--- src/rtl/key_debounce.sv ---
// Per-key push-button conditioning: 2-flop synchronizer, optional counter-based debounce FSM,
// active-high level output and registered one-cycle press/release strobes.
module key_debounce #(
  parameter int unsigned N_KEYS        = 5,
  parameter int unsigned STABLE_CYCLES = 1000000,
  parameter int unsigned CNT_WIDTH     = 20
) (
  input  logic              clk_50m,
  input  logic              rst_n,
  input  logic              db_en,
  input  logic [N_KEYS-1:0] btn_n,
  output logic [N_KEYS-1:0] key_level,
  output logic [N_KEYS-1:0] key_press,
  output logic [N_KEYS-1:0] key_release
);

  typedef enum logic [1:0] {
    StIdle,
    StPressWait,
    StPressed,
    StReleaseWait
  } state_e;

  localparam logic [CNT_WIDTH-1:0] CntMax = CNT_WIDTH'(STABLE_CYCLES - 1);

  for (genvar i = 0; i < N_KEYS; i++) begin : g_key
    logic                 s1_q, s2_q, p;
    state_e               state_q, state_d;
    logic [CNT_WIDTH-1:0] cnt_q, cnt_d;
    logic                 level_q, level_d;
    logic                 press_q, press_d;
    logic                 release_q, release_d;

    assign p = ~s2_q;

    always_ff @(posedge clk_50m or negedge rst_n) begin
      if (!rst_n) begin
        s1_q      <= 1'b1;
        s2_q      <= 1'b1;
        state_q   <= StIdle;
        cnt_q     <= '0;
        level_q   <= 1'b0;
        press_q   <= 1'b0;
        release_q <= 1'b0;
      end else begin
        s1_q      <= btn_n[i];
        s2_q      <= s1_q;
        state_q   <= state_d;
        cnt_q     <= cnt_d;
        level_q   <= level_d;
        press_q   <= press_d;
        release_q <= release_d;
      end
    end

    always_comb begin
      state_d = state_q;
      cnt_d   = cnt_q;
      level_d = level_q;
      if (!db_en) begin
        // Bypass parks the FSM in the stable state matching the level, so re-enabling resumes cleanly.
        state_d = p ? StPressed : StIdle;
        cnt_d   = '0;
        level_d = p;
      end else begin
        unique case (state_q)
          StIdle: begin
            if (p) begin
              state_d = StPressWait;
              cnt_d   = '0;
            end
          end
          StPressWait: begin
            if (!p) begin
              state_d = StIdle;
              cnt_d   = '0;
            end else if (cnt_q == CntMax) begin
              state_d = StPressed;
              cnt_d   = '0;
              level_d = 1'b1;
            end else begin
              cnt_d = cnt_q + CNT_WIDTH'(1);
            end
          end
          StPressed: begin
            if (!p) begin
              state_d = StReleaseWait;
              cnt_d   = '0;
            end
          end
          StReleaseWait: begin
            if (p) begin
              state_d = StPressed;
              cnt_d   = '0;
            end else if (cnt_q == CntMax) begin
              state_d = StIdle;
              cnt_d   = '0;
              level_d = 1'b0;
            end else begin
              cnt_d = cnt_q + CNT_WIDTH'(1);
            end
          end
          default: begin
            state_d = StIdle;
            cnt_d   = '0;
            level_d = 1'b0;
          end
        endcase
      end
    end

    // Strobes derive from the level change, so press and release can never coincide.
    assign press_d   = level_d & ~level_q;
    assign release_d = ~level_d & level_q;

    assign key_level[i]   = level_q;
    assign key_press[i]   = press_q;
    assign key_release[i] = release_q;
  end

endmodule

--- config.mk ---
export PLATFORM = sky130hd
export DESIGN_NAME = key_debounce
export DESIGN_NICKNAME = d
export VERILOG_FILES = /design/src/rtl/key_debounce.sv
export SDC_FILE = /design/constraint.sdc
export NUM_CORES = 1
export LEC_CHECK = 0
export ABC_AREA = 1
export BUFFER_PORTS_ARGS = -buffer_cell sky130_fd_sc_hd__buf_2
export CORE_MARGIN = 4
export CORE_UTILIZATION = 40
export CTS_BUF_LIST = sky130_fd_sc_hd__clkbuf_8
export DETAILED_ROUTE_END_ITERATION = 6
export GPL_TIMING_DRIVEN = 0
export PLACE_DENSITY = 0.53
export SYNTH_ARGS = -nofsm -noshare
export SYNTH_HDL_FRONTEND = slang
export SYNTH_SLANG_ARGS = --single-unit
export TNS_END_PERCENT = 30
--- constraint.sdc ---
create_clock -name clk_50m -period 2.3 [get_ports clk_50m]
set_clock_uncertainty 0.1 [all_clocks]
set_input_delay 0.115 -clock clk_50m [delete_from_list [all_inputs] [get_ports clk_50m]]
set_output_delay 0.115 -clock clk_50m [all_outputs]
set_load 0.05 [all_outputs]
==> impl_results.md <==
- Internal power: 4005 uW
- Die Y: 145.9 microns
- Io pins: 23
- Largest net degree at the start of global routing: 70
- YS warnings: 0
- Post-Synth Simple-Gate Area: 0.3329
- Clk network pwr share: 0.392
- Setup WS pre-CTS: 0.1880 ns
- Area grow syn2layout: 12.52%
- XOR/XNOR Fraction of Synth Area: 0.03456
- Placed cell area: 8040 sq um
- H-tree lvl count: 4
- Shortest period the worst path allows: 2.082 ns
- Wirelength, routed: 17.44 mm
- Vias per cell: 4.946
- Initial antenna violation count: 0
- Die width: 145.9 microns
- Gr usage total: 0.1719
- Flop-to-flop setup slack: 0.22 ns
- Most Crowded Layer GR: met2
- CP Class: register to register
- Status: finished clean
- Final Hold Viols: 0
- CTS sink cnt: 135
- Initial Util: 0.4065
- DR vias: 6583
- FP Rows: 50
- Area of the core: 18710 sq um
- Finish-stage setup viols: 0
- F_max: 480.2 MHz
- GR Util met3: 0.03706
- Setup crit end kind: register
- Worst rel slew slack: 0.5783
- Number of distinct library cells after synthesis: 39
- Final Slew Violations: 0
- Post-DP HPWL: 12.62 mm
- CTS tree: built
- Worst slew pin tran: 0.6326 ns
- CTS buffer count: 17
- Syn Inst Count: 1035
- Post-Synth Adder-Cell Area: 0.008228
- Initial DRC Count: 465
- Global route overflow: 0
- Share of post-route cells with drive strength above 1: 0.1048
- RSZ-0062 raised after global routing: no
- Total chip power: 5660 uW
- Power Density: 661.5 nW/um^2
- Max Cap Viol: 0
- Multiplexer share of the synthesized area: 0
- Final net count: 1097
- CP Data Required Time: 2.52 ns
- Post-synthesis sequential area ratio: 0.4459
- Nature of the critical path startpoint: register
- VDD IR max: 0.0003397 V
- Root Driver: clkbuf_8
- Setup Buffers After CTS: 0
- NetSw: 1655 uW
- Die ar.: 21280 sq um
- Synthesized Nets: 1048
- Final WS setup: 0.2177 ns
- First-pass GRT wire length: 30.53 mm
- Vias in the first global route: 6301
- # fillers: 1905
- Leakage: 0.003874 uW
- Post-route ant nets: 0
- Diode count: 0
- Final critical-path share of the clock period: 0.9054
- Routed len/inst: 13.11 microns
- RePlAce Congestion: 0.8663
- DRT Pass-1 Iters: 7
- DRC: 0
- Port bufs: 22
- CP Data Arrival Time: 2.31 ns
- Largest family of logic cells by synthesized area: simple AND/OR/NAND/NOR gates
- M2 GR Usage: 0.2603
- Mean Syn Cell Area: 7.346 sq um
- Clock buffer depth: 2
- Switch share: 0.2924
- Hold_ws: 0.1226 ns
- Synth Area in Compound Gates: 0.08178
- Flop pwr share: 0.456
- Post-Route Utilization: 0.4574
- Worst-path clk slew: 0.08 ns
- Synthesized flop and latch total: 135
- Max FO, Critical Path: 10
- Clk Latency, worst-skew pair: 0.45 ns
- Combinational share of power: 0.152
- Post-Synthesis Cell Area: 7604 sq um
- Final instance area: 8556 sq um
- M1 GR Usage: 0.2500
- Worst hold-check path type: input pin to asynchronous set/reset pin
## layout by cell type (no fill, tap or decap), types with 10 or more instances in the layout
cell type	count
nand2_1	228
nor2_1	159
inv_1	143
dfrtp_1	125
nand3_1	81
nor3_1	51
o21ai_0	45
a21oi_1	38
nand4_1	33
buf_2	30
xor2_1	26
buf_4	18
clkbuf_8	17
a31oi_1	10
dfstp_2	10
## cells in the mapped netlist, drive strengths merged
master / number / area, sq um
nand2: 234 / 903.4
nor2: 164 / 633.1
inv: 145 / 546.8
dfrtp: 125 / 3128
nand3: 82 / 415.4
nor3: 56 / 311.6
o21ai: 48 / 244.0
a21oi: 38 / 190.2
nand4: 33 / 206.5
buf: 27 / 180.2
xor2: 26 / 227.7
a31oi: 10 / 62.56
dfstp: 10 / 262.8
o22ai: 8 / 50.05
ha: 5 / 62.56
xnor2: 4 / 35.03
a22o: 3 / 26.28
nand3b: 3 / 22.52
or2: 3 / 18.77
a21boi: 2 / 15.01
clkinv: 2 / 7.510
nor4: 2 / 12.51
a32o: 1 / 10.01
a41oi: 1 / 8.760
nor3b: 1 / 7.510
o21bai: 1 / 7.510
o31ai: 1 / 7.510
## power groups by stage
stage | logic [uW] | clock network, uW | registers (uW)
6_report | 859 | 2220 | 2580
5_1_grt | 970 | 2420 | 2600
4_1_cts | 874 | 2320 | 2580
3_5_place_dp | 860 | 0 | 2630
3_3_place_gp | 855 | 0 | 2630
2_1_floorplan | 619 | 0 | 2600
## state kept, by name, indices dropped and copies added, names as in the netlist, named ones only
register         count
g_key.s1_q           5
g_key.state_q        5
g_key.press_q        5
g_key.release_q      5
g_key.cnt_q        100
g_key.s2_q           5
g_key.level_q        5
## critical path: stages (launching register included)
cell and delay [ns]:
dfstp_2 0.53, buf_2 0.20, xor2_1 0.11, nand2_1 0.13, buf_2 0.24, clkinv_1 0.33
a32o_1 0.32
## stage by stage
stage / TNS, ns / std cells
2_1_floorplan: 0 / 1035
3_3_place_gp: -118.81 / 1291
3_5_place_dp: 0 / 1292
4_1_cts: 0 / 1331
5_1_grt: 0 / 1331
6_report: 0 / 1331
## final cells by class
type / instances / area [sq um] / area share
plain buffers: 27 / 180.2 / 0.02106
clock buffers: 17 / 234.0 / 0.02735
multi-input cells: 726 / 3478 / 0.4066
clock inverters: 15 / 211.5 / 0.02471
well taps: 234 / 292.8 / 0.03422
flip-flops and latches: 135 / 3391 / 0.3963
inverters: 147 / 554.3 / 0.06479
repair buffers: 30 / 214.0 / 0.02501
## routing by layer
metal	share of wire	wire length (microns)
met1	0.51	8920
met2	0.44	7647
met3	0.037	651
met4	0.013	223
met5	0	0
## cells by family after synthesis
family / count (synthesis)
buf+inv: 174
fa+ha+maj: 5
xor+xnor: 30
compound gates: 113
flops: 135
simple gates: 578
## final timing paths
| kind | start | endpoint | depth (start not counted) |
|---|---|---|---|
| worst max-delay path | g_key[3].s2_q$_DFF_PN1_ | g_key[3].cnt_q[1]$_DFFE_PN0P_ | 6 |
| worst min-delay path | rst_n | g_key[0].cnt_q[16]$_DFFE_PN0P_ | 2 |
| worst max register to register | g_key[3].s2_q$_DFF_PN1_ | g_key[3].cnt_q[1]$_DFFE_PN0P_ | 6 |
| worst min register to register | g_key[1].s1_q$_DFF_PN1_ | g_key[1].s2_q$_DFF_PN1_ | 0 |
| max in group asynchronous | rst_n | g_key[1].s1_q$_DFF_PN1_ | 3 |
| min in group clk_50m | btn_n[2] | g_key[2].s1_q$_DFF_PN1_ | 2 |
## timing repair
| action | CTS | global route |
|---|---|---|
| hold endpoints to repair | 74 | 0 |
| gates resized for setup | 0 | 1 |
| hold buffers | 7 | 0 |
| setup endpoints to repair | 0 | 7 |
No activity file was read; power rests on OpenSTA's default activity.
